$ cat config.mk
export PLATFORM = sky130hd
export DESIGN_NAME = rr_issue_arbiter
export DESIGN_NICKNAME = d
export VERILOG_FILES = /design/src/rtl/rr_issue_arbiter.sv
export SDC_FILE = /design/constraint.sdc
export NUM_CORES = 1
export LEC_CHECK = 0
export ABC_CLOCK_PERIOD_IN_PS = 5500
export CORE_MARGIN = 1.5
export CORE_UTILIZATION = 50
export CTS_BUF_LIST = sky130_fd_sc_hd__clkbuf_4 sky130_fd_sc_hd__clkbuf_8 sky130_fd_sc_hd__clkbuf_16
export CTS_CLUSTER_DIAMETER = 60
export CTS_CLUSTER_SIZE = 8
export DETAILED_ROUTE_END_ITERATION = 7
export PLACE_DENSITY = 0.73
export SYNTH_ARGS = -nofsm -noshare
export SYNTH_HDL_FRONTEND = slang
export SYNTH_SLANG_ARGS = --single-unit
export TNS_END_PERCENT = 5
$ cat constraint.sdc
create_clock -name clk -period 5.5 [get_ports clk]
set_input_delay 1.375 -clock clk [delete_from_list [all_inputs] [get_ports clk]]
set_output_delay 1.375 -clock clk [all_outputs]
set_load 0.1 [all_outputs]
$ cat src/rtl/rr_issue_arbiter.sv
// -----------------------------------------------------------------------------
// rr_issue_arbiter
// Round-robin issue arbiter with a registered one-hot grant that holds until
// the downstream accepts it. Accept and re-arbitration share a cycle, so a
// continuously accepting consumer sees one grant per cycle with no bubbles.
//
// Optional feature (macro ARB_STARVE_PROTECT_EN): per-requester 8-bit
// saturating wait counters. Once any waiting requester reaches STARVE_LIMIT,
// the lowest-index such requester wins over the round-robin order.
//
// Parameters:
//   NUM_REQ      requester count (4, 8, 16, 32, 64)
//   IDX_W        index width, log2(NUM_REQ)+1 so NUM_REQ itself is encodable
//   STARVE_LIMIT wait-cycle threshold for starvation promotion (1..255)
//
// Ports:
//   clk          rising-edge clock
//   rst_n        asynchronous active-low reset
//   ready        per-requester request, bit i for requester i
//   grant_accept downstream consumes the presented grant this cycle
//   grant        registered one-hot grant, or all-zero
//   granted      index of the set grant bit, NUM_REQ when none is set
//   grant_valid  grant register holds a live grant
// -----------------------------------------------------------------------------
module rr_issue_arbiter #(
    parameter int unsigned NUM_REQ      = 16,
    parameter int unsigned IDX_W        = 5,
    parameter int unsigned STARVE_LIMIT = 15
) (
    input  logic               clk,
    input  logic               rst_n,
    input  logic [NUM_REQ-1:0] ready,
    input  logic               grant_accept,
    output logic [NUM_REQ-1:0] grant,
    output logic [IDX_W-1:0]   granted,
    output logic               grant_valid
);

    localparam int unsigned      PTR_W    = $clog2(NUM_REQ);
    localparam logic [IDX_W-1:0] NONE_IDX = IDX_W'(NUM_REQ);

    // Elaboration-time parameter legality checks
    if (NUM_REQ != 4 && NUM_REQ != 8 && NUM_REQ != 16 && NUM_REQ != 32 && NUM_REQ != 64) begin : g_bad_num_req
        $error("rr_issue_arbiter: NUM_REQ must be 4, 8, 16, 32 or 64");
    end
    if (IDX_W != PTR_W + 1) begin : g_bad_idx_w
        $error("rr_issue_arbiter: IDX_W must equal log2(NUM_REQ)+1");
    end
    if (STARVE_LIMIT < 1 || STARVE_LIMIT > 255) begin : g_bad_starve_limit
        $error("rr_issue_arbiter: STARVE_LIMIT must be in 1..255");
    end

    logic [NUM_REQ-1:0] r_grant;
    logic [IDX_W-1:0]   r_granted;
    logic               r_grant_valid;
    logic [PTR_W-1:0]   r_ptr;

    logic               w_loadable;
    logic               w_accept;
    logic [PTR_W-1:0]   w_ptr_eff;
    logic               w_rr_found;
    logic [PTR_W-1:0]   w_rr_idx;
    logic               w_win_found;
    logic [PTR_W-1:0]   w_win_idx;

    logic [NUM_REQ-1:0] w_grant_nxt;
    logic [IDX_W-1:0]   w_granted_nxt;
    logic               w_valid_nxt;
    logic [PTR_W-1:0]   w_ptr_nxt;

    assign grant       = r_grant;
    assign granted     = r_granted;
    assign grant_valid = r_grant_valid;

    assign w_loadable = !r_grant_valid || grant_accept;
    assign w_accept   = r_grant_valid && grant_accept;

    // On an accept the search starts just past the winner, so the accepted
    // requester is last in order and cannot be regranted while others wait.
    assign w_ptr_eff = w_accept ? PTR_W'(r_granted[PTR_W-1:0] + PTR_W'(1)) : r_ptr;

    // Round-robin search: first ready requester at ptr, ptr+1, ... (mod NUM_REQ)
    always_comb begin : p_rr_search
        logic [PTR_W-1:0] probe;
        probe      = '0;
        w_rr_found = 1'b0;
        w_rr_idx   = '0;
        for (int k = 0; k < NUM_REQ; k++) begin
            probe = PTR_W'(w_ptr_eff + PTR_W'(k));
            if (!w_rr_found && ready[probe]) begin
                w_rr_found = 1'b1;
                w_rr_idx   = probe;
            end
        end
    end

`ifdef ARB_STARVE_PROTECT_EN
    logic [7:0]         r_wait_cnt [NUM_REQ];
    logic               w_starve_found;
    logic [PTR_W-1:0]   w_starve_idx;

    // Wait counters: count cycles of unaccepted request, saturate at 255
    always_ff @(posedge clk or negedge rst_n) begin : p_wait_cnt
        if (!rst_n) begin
            for (int i = 0; i < NUM_REQ; i++) begin
                r_wait_cnt[i] <= '0;
            end
        end else begin
            for (int i = 0; i < NUM_REQ; i++) begin
                if (!ready[i] || (w_accept && r_grant[i])) begin
                    r_wait_cnt[i] <= '0;
                end else if (r_wait_cnt[i] != 8'hFF) begin
                    r_wait_cnt[i] <= r_wait_cnt[i] + 8'd1;
                end
            end
        end
    end

    // Lowest-index starving requester; the one being accepted right now is
    // excluded so a long-held grant is not immediately handed back.
    always_comb begin : p_starve_search
        w_starve_found = 1'b0;
        w_starve_idx   = '0;
        for (int i = 0; i < NUM_REQ; i++) begin
            if (!w_starve_found && ready[i] && !(w_accept && r_grant[i])
                && (r_wait_cnt[i] >= 8'(STARVE_LIMIT))) begin
                w_starve_found = 1'b1;
                w_starve_idx   = PTR_W'(i);
            end
        end
    end

    assign w_win_found = w_starve_found || w_rr_found;
    assign w_win_idx   = w_starve_found ? w_starve_idx : w_rr_idx;
`else
    assign w_win_found = w_rr_found;
    assign w_win_idx   = w_rr_idx;
`endif

    // Next-state: hold unless loadable; ptr moves only on a real accept
    always_comb begin : p_next
        w_grant_nxt   = r_grant;
        w_granted_nxt = r_granted;
        w_valid_nxt   = r_grant_valid;
        w_ptr_nxt     = r_ptr;
        if (w_accept) begin
            w_ptr_nxt = w_ptr_eff;
        end
        if (w_loadable) begin
            w_grant_nxt = '0;
            if (w_win_found) begin
                w_grant_nxt[w_win_idx] = 1'b1;
                w_granted_nxt          = IDX_W'(w_win_idx);
                w_valid_nxt            = 1'b1;
            end else begin
                w_granted_nxt = NONE_IDX;
                w_valid_nxt   = 1'b0;
            end
        end
    end

    // State and output registers
    always_ff @(posedge clk or negedge rst_n) begin : p_regs
        if (!rst_n) begin
            r_grant       <= '0;
            r_granted     <= NONE_IDX;
            r_grant_valid <= 1'b0;
            r_ptr         <= '0;
        end else begin
            r_grant       <= w_grant_nxt;
            r_granted     <= w_granted_nxt;
            r_grant_valid <= w_valid_nxt;
            r_ptr         <= w_ptr_nxt;
        end
    end

endmodule

==> results.cfg, run 1 <==
[status]
status = finished clean

[sta]
final.period_utilization_pct = 90.68
clock.fmax_mhz = 200.5
finalClockSkew_ns = 0.002409
setup_viol_count_final = 0
tightest_slew_ns = 1.166
rsz0062_at_grt = false
drv_slew = 0
hold_violations = 0
fin_crit_ns = 4.987
max_slew_margin_pct = 21.99
setup_tns_ns = 0

[yosys]
synth-seq-cells = 26
synthesis.area_um2 = 3601
ys_seq_area_share_pct = 18.10
synth_edf_count = 0
synthFlopType = dfrtp_1
syn_nets = 462
ys_types = 86
avgSynthCellArea_um2 = 8.184
synthCells = 440
synth_top_area_cell = dfrtp_1
yosysWarnings = 0
synth-async-reset-ratio_pct = 100.0
synth.top_cell.area_share_pct = 17.37
yosys-top-cells-area = dfrtp_1 (17%), nand3_1 (7.4%), mux2i_1 (4.2%)

[drt]
routed_via_density = 6.358
drt-total-wl_mm = 12.33
dr_total_vias = 4050
drc = 0
wl_per_cell_um = 19.36
drt_iter0_drc = 445
ant_nets = 0
dr.pass1.iters = 5

[cts]
cts_root_buffer = clkbuf_8
cts_inserted_buffers = 3
cts_tree = built
cts.clk_slew.worst_paths_ns = 0.09
clk_path_buf_depth = 2
htreeDepth = 1
clk_latency_ns = 0.27
holdBufCountCts = 0
cts.sinks = 26

[die]
start_util_pct = 52.42
die_h_um = 87.87
fp.dieArea_um2 = 7720
rows = 30
io-pin-count = 41
coreArea_um2 = 6869
fp.dieW_um = 87.87

[setup_path]
critPathRequiredTime_ns = 5.67
crit_fanout = 8
critical_path.endpoint = grant[14]$_DFFE_PN0P_
r2r-start = granted[0]$_DFFE_PN0P_
reg2reg_depth = 16
rrSetupSlack_ns = 0.96
cp-startpoint = grant_accept
worstPathArrival_ns = 5.16
worstSetupPathType = in2reg
startpoint_type = primary input
worstSetupEndpointType = flop
r2r_end = grant[14]$_DFFE_PN0P_

[finish]
final_cell_mix = buf_4 (82), nand3_1 (53), nand2_1 (40)
regArea_um2 = 651.9
final_layout_size_suffix_gt1_share_pct = 27.36
multi_input_comb_area_um2 = 2814
diodes = 0
stdcell_area_um2 = 4727
final_common_cell = buf_4
nFillCells = 571
nets = 564
synthToLayoutAreaGrowth_pct = 31.27
finalNonFillerCells = 637

[global_route]
global_route.usage.met3_pct = 4.053
busiest_layer = met2
met2_usage_pct = 50.38
grt_first_pass_wirelength_mm = 19.26
grt_usage_pct = 32.19
first_global_vias = 3786
overflow = 0
use_met1_pct = 47.77
antenna_found_initial = 0
grt_max_degree = 27

[run]
maxCapViolations = 0

[placed_design]
io_buffer_count = 40
gp_congestion = 0.9901
dp_hpwl_mm = 9.862
placed_area_um2 = 4613
dp_cells = 632

[hold_path]
min_path_type = reg2reg
-- metrics by stage --
step / worst slack, ns / util, % / hold WS (ns)
global placement: 0.02006 / 67.16 / 0.4504
finish: 0.5125 / 68.82 / 0.4677
floorplan: 0.1134 / - / 0.5356
detailed placement: -0.1875 / 67.16 / 0.4506
CTS: 0.1054 / 68.20 / 0.4680
global route: 0.3225 / 68.82 / 0.5083
-- worst max-delay path, cell delays in order --
cell and delay (ns):
dlymetal6s2s_1 0.18, and3_1 0.20, a21o_1 0.17, inv_2 0.06
ha_1 0.21, inv_1 0.11, a211oi_4 0.30, o21ai_0 0.19
o2bb2a_2 0.35, a21o_1 0.17, a21boi_2 0.20, or2_1 0.26
or3_1 0.41, or3_4 0.38, a31o_4 0.29, a32o_1 0.27
-- kinds of logic (layout without fill, tap and decap cells) --
kind of cell	after synthesis	after routing	share of synthesized area, %
AND/OR/NAND/NOR	179	179	26.79
AO/OA/AOI/OAI	143	143	30.79
multiplexers	38	38	13.55
buffers and inverters	33	134	4.725
flip-flops	26	26	18.10
XOR/XNOR	18	18	5.004
adder cells (fa/ha/maj)	3	3	1.043
-- flip-flops by register name (all words and copies together) (netlist names) --
name,count
grant,16
granted,5
r_ptr,4
grant_valid,1
-- layout make-up --
type                       instances  area share [%]
tap                               96           2.541
clock inverter                     1          0.6353
timing repair buffer             123           21.97
multi-input combinational        381           59.53
sequential                        26           13.79
clock buffer                       3          0.8735
inverter                           7          0.6617
-- per-layer routing --
metal / vias to the layer above / share of wire, %
met4: 0 / 1.7
met3: 23 / 7.0
met5: - / 0
li1: 1897 / -
met1: 1947 / 45
met2: 183 / 46
-- worst min path at each step --
stage | cells after the start | start | slack (ns) | to
final | 2 | granted[4]$_DFFE_PN1P_ | 0.47 | granted[4]$_DFFE_PN1P_
after floorplan | 1 | r_ptr[1]$_DFFE_PN0N_ | 0.54 | r_ptr[1]$_DFFE_PN0N_
after CTS | 2 | granted[4]$_DFFE_PN1P_ | 0.47 | granted[4]$_DFFE_PN1P_
after global placement | 2 | granted[4]$_DFFE_PN1P_ | 0.45 | granted[4]$_DFFE_PN1P_
after global routing | 2 | grant[13]$_DFFE_PN0P_ | 0.51 | grant[13]$_DFFE_PN0P_
after detailed placement | 2 | granted[4]$_DFFE_PN1P_ | 0.45 | granted[4]$_DFFE_PN1P_
-- synthesized netlist by cell type, drive strengths merged (6+ instances only) --
cell type and count:
nand3 54, nand2 41, o21ai 28, dfrtp 25
nor2 22, and2 18, mux2i 18, a21oi 16
buf 16, xnor2 15, mux2 14, clkbuf 10
o211ai 10, o31ai 10, a21o 9, a32o 9
a211oi 7, a31oi 6, inv 6, mux4 6
nand2b 6, nor3 6
-- timing repair --
item / in CTS / in global routing
gates resized for setup: 0 / 8
endpoints found under the setup margin: 0 / 20
setup buffers: 0 / 1
Power of run 1 is not shown: default switching activity piles up to over one toggle a cycle in this logic, so the estimate is an artifact.
==> inputs of run 2 (changes only) <==
--- a/config.mk
+++ b/config.mk
@@ -7,12 +7,12 @@
 export LEC_CHECK = 0
 export ABC_CLOCK_PERIOD_IN_PS = 5500
 export CORE_MARGIN = 1.5
-export CORE_UTILIZATION = 50
+export CORE_UTILIZATION = 45
 export CTS_BUF_LIST = sky130_fd_sc_hd__clkbuf_4 sky130_fd_sc_hd__clkbuf_8 sky130_fd_sc_hd__clkbuf_16
 export CTS_CLUSTER_DIAMETER = 60
 export CTS_CLUSTER_SIZE = 8
 export DETAILED_ROUTE_END_ITERATION = 7
-export PLACE_DENSITY = 0.73
+export PLACE_DENSITY = 0.67
 export SYNTH_ARGS = -nofsm -noshare
 export SYNTH_HDL_FRONTEND = slang
 export SYNTH_SLANG_ARGS = --single-unit
==> results.cfg, run 2 (same netlist as run 1, synthesis figures left out) <==
[status]
status = finished clean

[setup_path]
path_common_cell = mux2_2
worstSetupEndpointType = flop
worstPathCellList = dlymetal6s2s_1 -> and3_1 -> a21o_1 -> inv_2 -> ha_1 -> inv_1 -> a211oi_4 -> buf_4 -> or2_0 -> mux2_2 -> mux2i_2 -> nand4_1 -> a221o_1 -> o22a_1 -> o22ai_1 -> o21ai_2 -> buf_12 -> mux2_2
crit_fanout = 17
worstPathArrival_ns = 5.09
worstSetupPathType = in2reg
cp_slowest_cell = mux2_2
cp_top_family = compound AO/OA/AOI/OAI gates
critPathRequiredTime_ns = 5.66
slowest_delay_ns = 0.37
critical_path_buf_inv_count = 5
startpoint_type = primary input

[cts]
clk_path_buf_depth = 2
clk_latency_ns = 0.27
cts.sinks = 26
cts_tree = built
holdBufCountCts = 0
htreeDepth = 1
cts_inserted_buffers = 3
cts.clk_slew.worst_paths_ns = 0.09
cts_root_buffer = clkbuf_8

[finish]
nets = 569
diodes = 0
synthToLayoutAreaGrowth_pct = 33.18
final_common_cell = buf_4
final_cell_mix = buf_4 (86), nand3_1 (53), nand2_1 (40)
final_layout_size_suffix_gt1_share_pct = 27.66
largest_reg_flops = 16

[sta]
max_slew_margin_pct = 21.34
finalClockSkew_ns = 0.006587
drv_slew = 0
fin_crit_ns = 4.930
setup_tns_ns = 0
rsz0062_at_grt = false
final.period_utilization_pct = 89.64
setup_viol_count_final = 0
tightest_slew_ns = 1.176
clock.fmax_mhz = 202.8
hold_violations = 0

[placed_design]
dp_hpwl_mm = 9.990
gp_congestion = 0.9698
io_buffer_count = 40

[drt]
drt_iter0_drc = 407
dr_total_vias = 4102
dr.pass1.iters = 5
routed_via_density = 6.330
wl_per_cell_um = 19.23
drc = 0
drt-total-wl_mm = 12.46
ant_nets = 0

[global_route]
grt_max_degree = 27
overflow = 0
antenna_found_initial = 0
grt_first_pass_wirelength_mm = 20.50
grt_usage_pct = 30.04
first_global_vias = 4081

[die]
fp.dieArea_um2 = 8548
io-pin-count = 41
rows = 32
start_util_pct = 46.60
die_h_um = 92.46
fp.dieW_um = 92.46
coreArea_um2 = 7727

[hold_path]
min_path_type = reg2reg

[run]
maxCapViolations = 0
-- run 2: what timing repair did --
action	CTS	global route
buffers inserted	0	0
gates resized for setup	0	9
setup endpoints to repair	0	18
-- run 2: through the flow --
stage	hold WS, ns	cell area [µm²]	worst slack, ns	cells	util, %
after detailed placement	0.4552	4676	-0.1540	644	60.51
after global routing	0.4980	4796	0.3425	648	62.06
after floorplan	0.5356	3601	0.1134	440	-
final	0.4657	4796	0.5695	648	62.06
after CTS	0.4724	4747	0.1231	648	61.43
after global placement	0.4512	4676	-0.02928	644	60.51
-- run 2: area by class of cell --
type | instances | area (µm²)
Fill cell | 658 | 2932
Multi-Input combinational cell | 381 | 2825
Timing Repair Buffer | 128 | 1089
Sequential cell | 26 | 651.9
Tap cell | 102 | 127.6
Clock buffer | 3 | 41.29
Inverter | 7 | 31.28
Clock inverter | 1 | 30.03
-- run 2: per-layer routing --
metal  share of wire [%]  track usage (%)
met5                   0                0
met4                 2.7            8.974
met2                  46            47.86
met3                 8.6            5.337
met1                  43            41.30
-- run 2: worst paths after layout --
path	from	end	slack, ns	cells past startpoint
worst max-delay path	grant_accept	granted[1]$_DFFE_PN0P_	0.57	18
worst max register to register	granted[0]$_DFFE_PN0P_	granted[1]$_DFFE_PN0P_	1.02	18
max in group asynchronous	rst_n	grant[12]$_DFFE_PN0P_	3.08	1
worst min-delay path	granted[4]$_DFFE_PN1P_	granted[4]$_DFFE_PN1P_	0.47	2
worst min register to register	granted[4]$_DFFE_PN1P_	granted[4]$_DFFE_PN1P_	0.47	2
min in group asynchronous	rst_n	grant[4]$_DFFE_PN0P_	1.73	1
-- run 2: worst min-delay path, cell delays in order, from the launching register on --
cell,delay [ns]
dfstp_2,0.38
nand2_1,0.05
nand2_1,0.05
Power of run 2 is left out for the same reason.
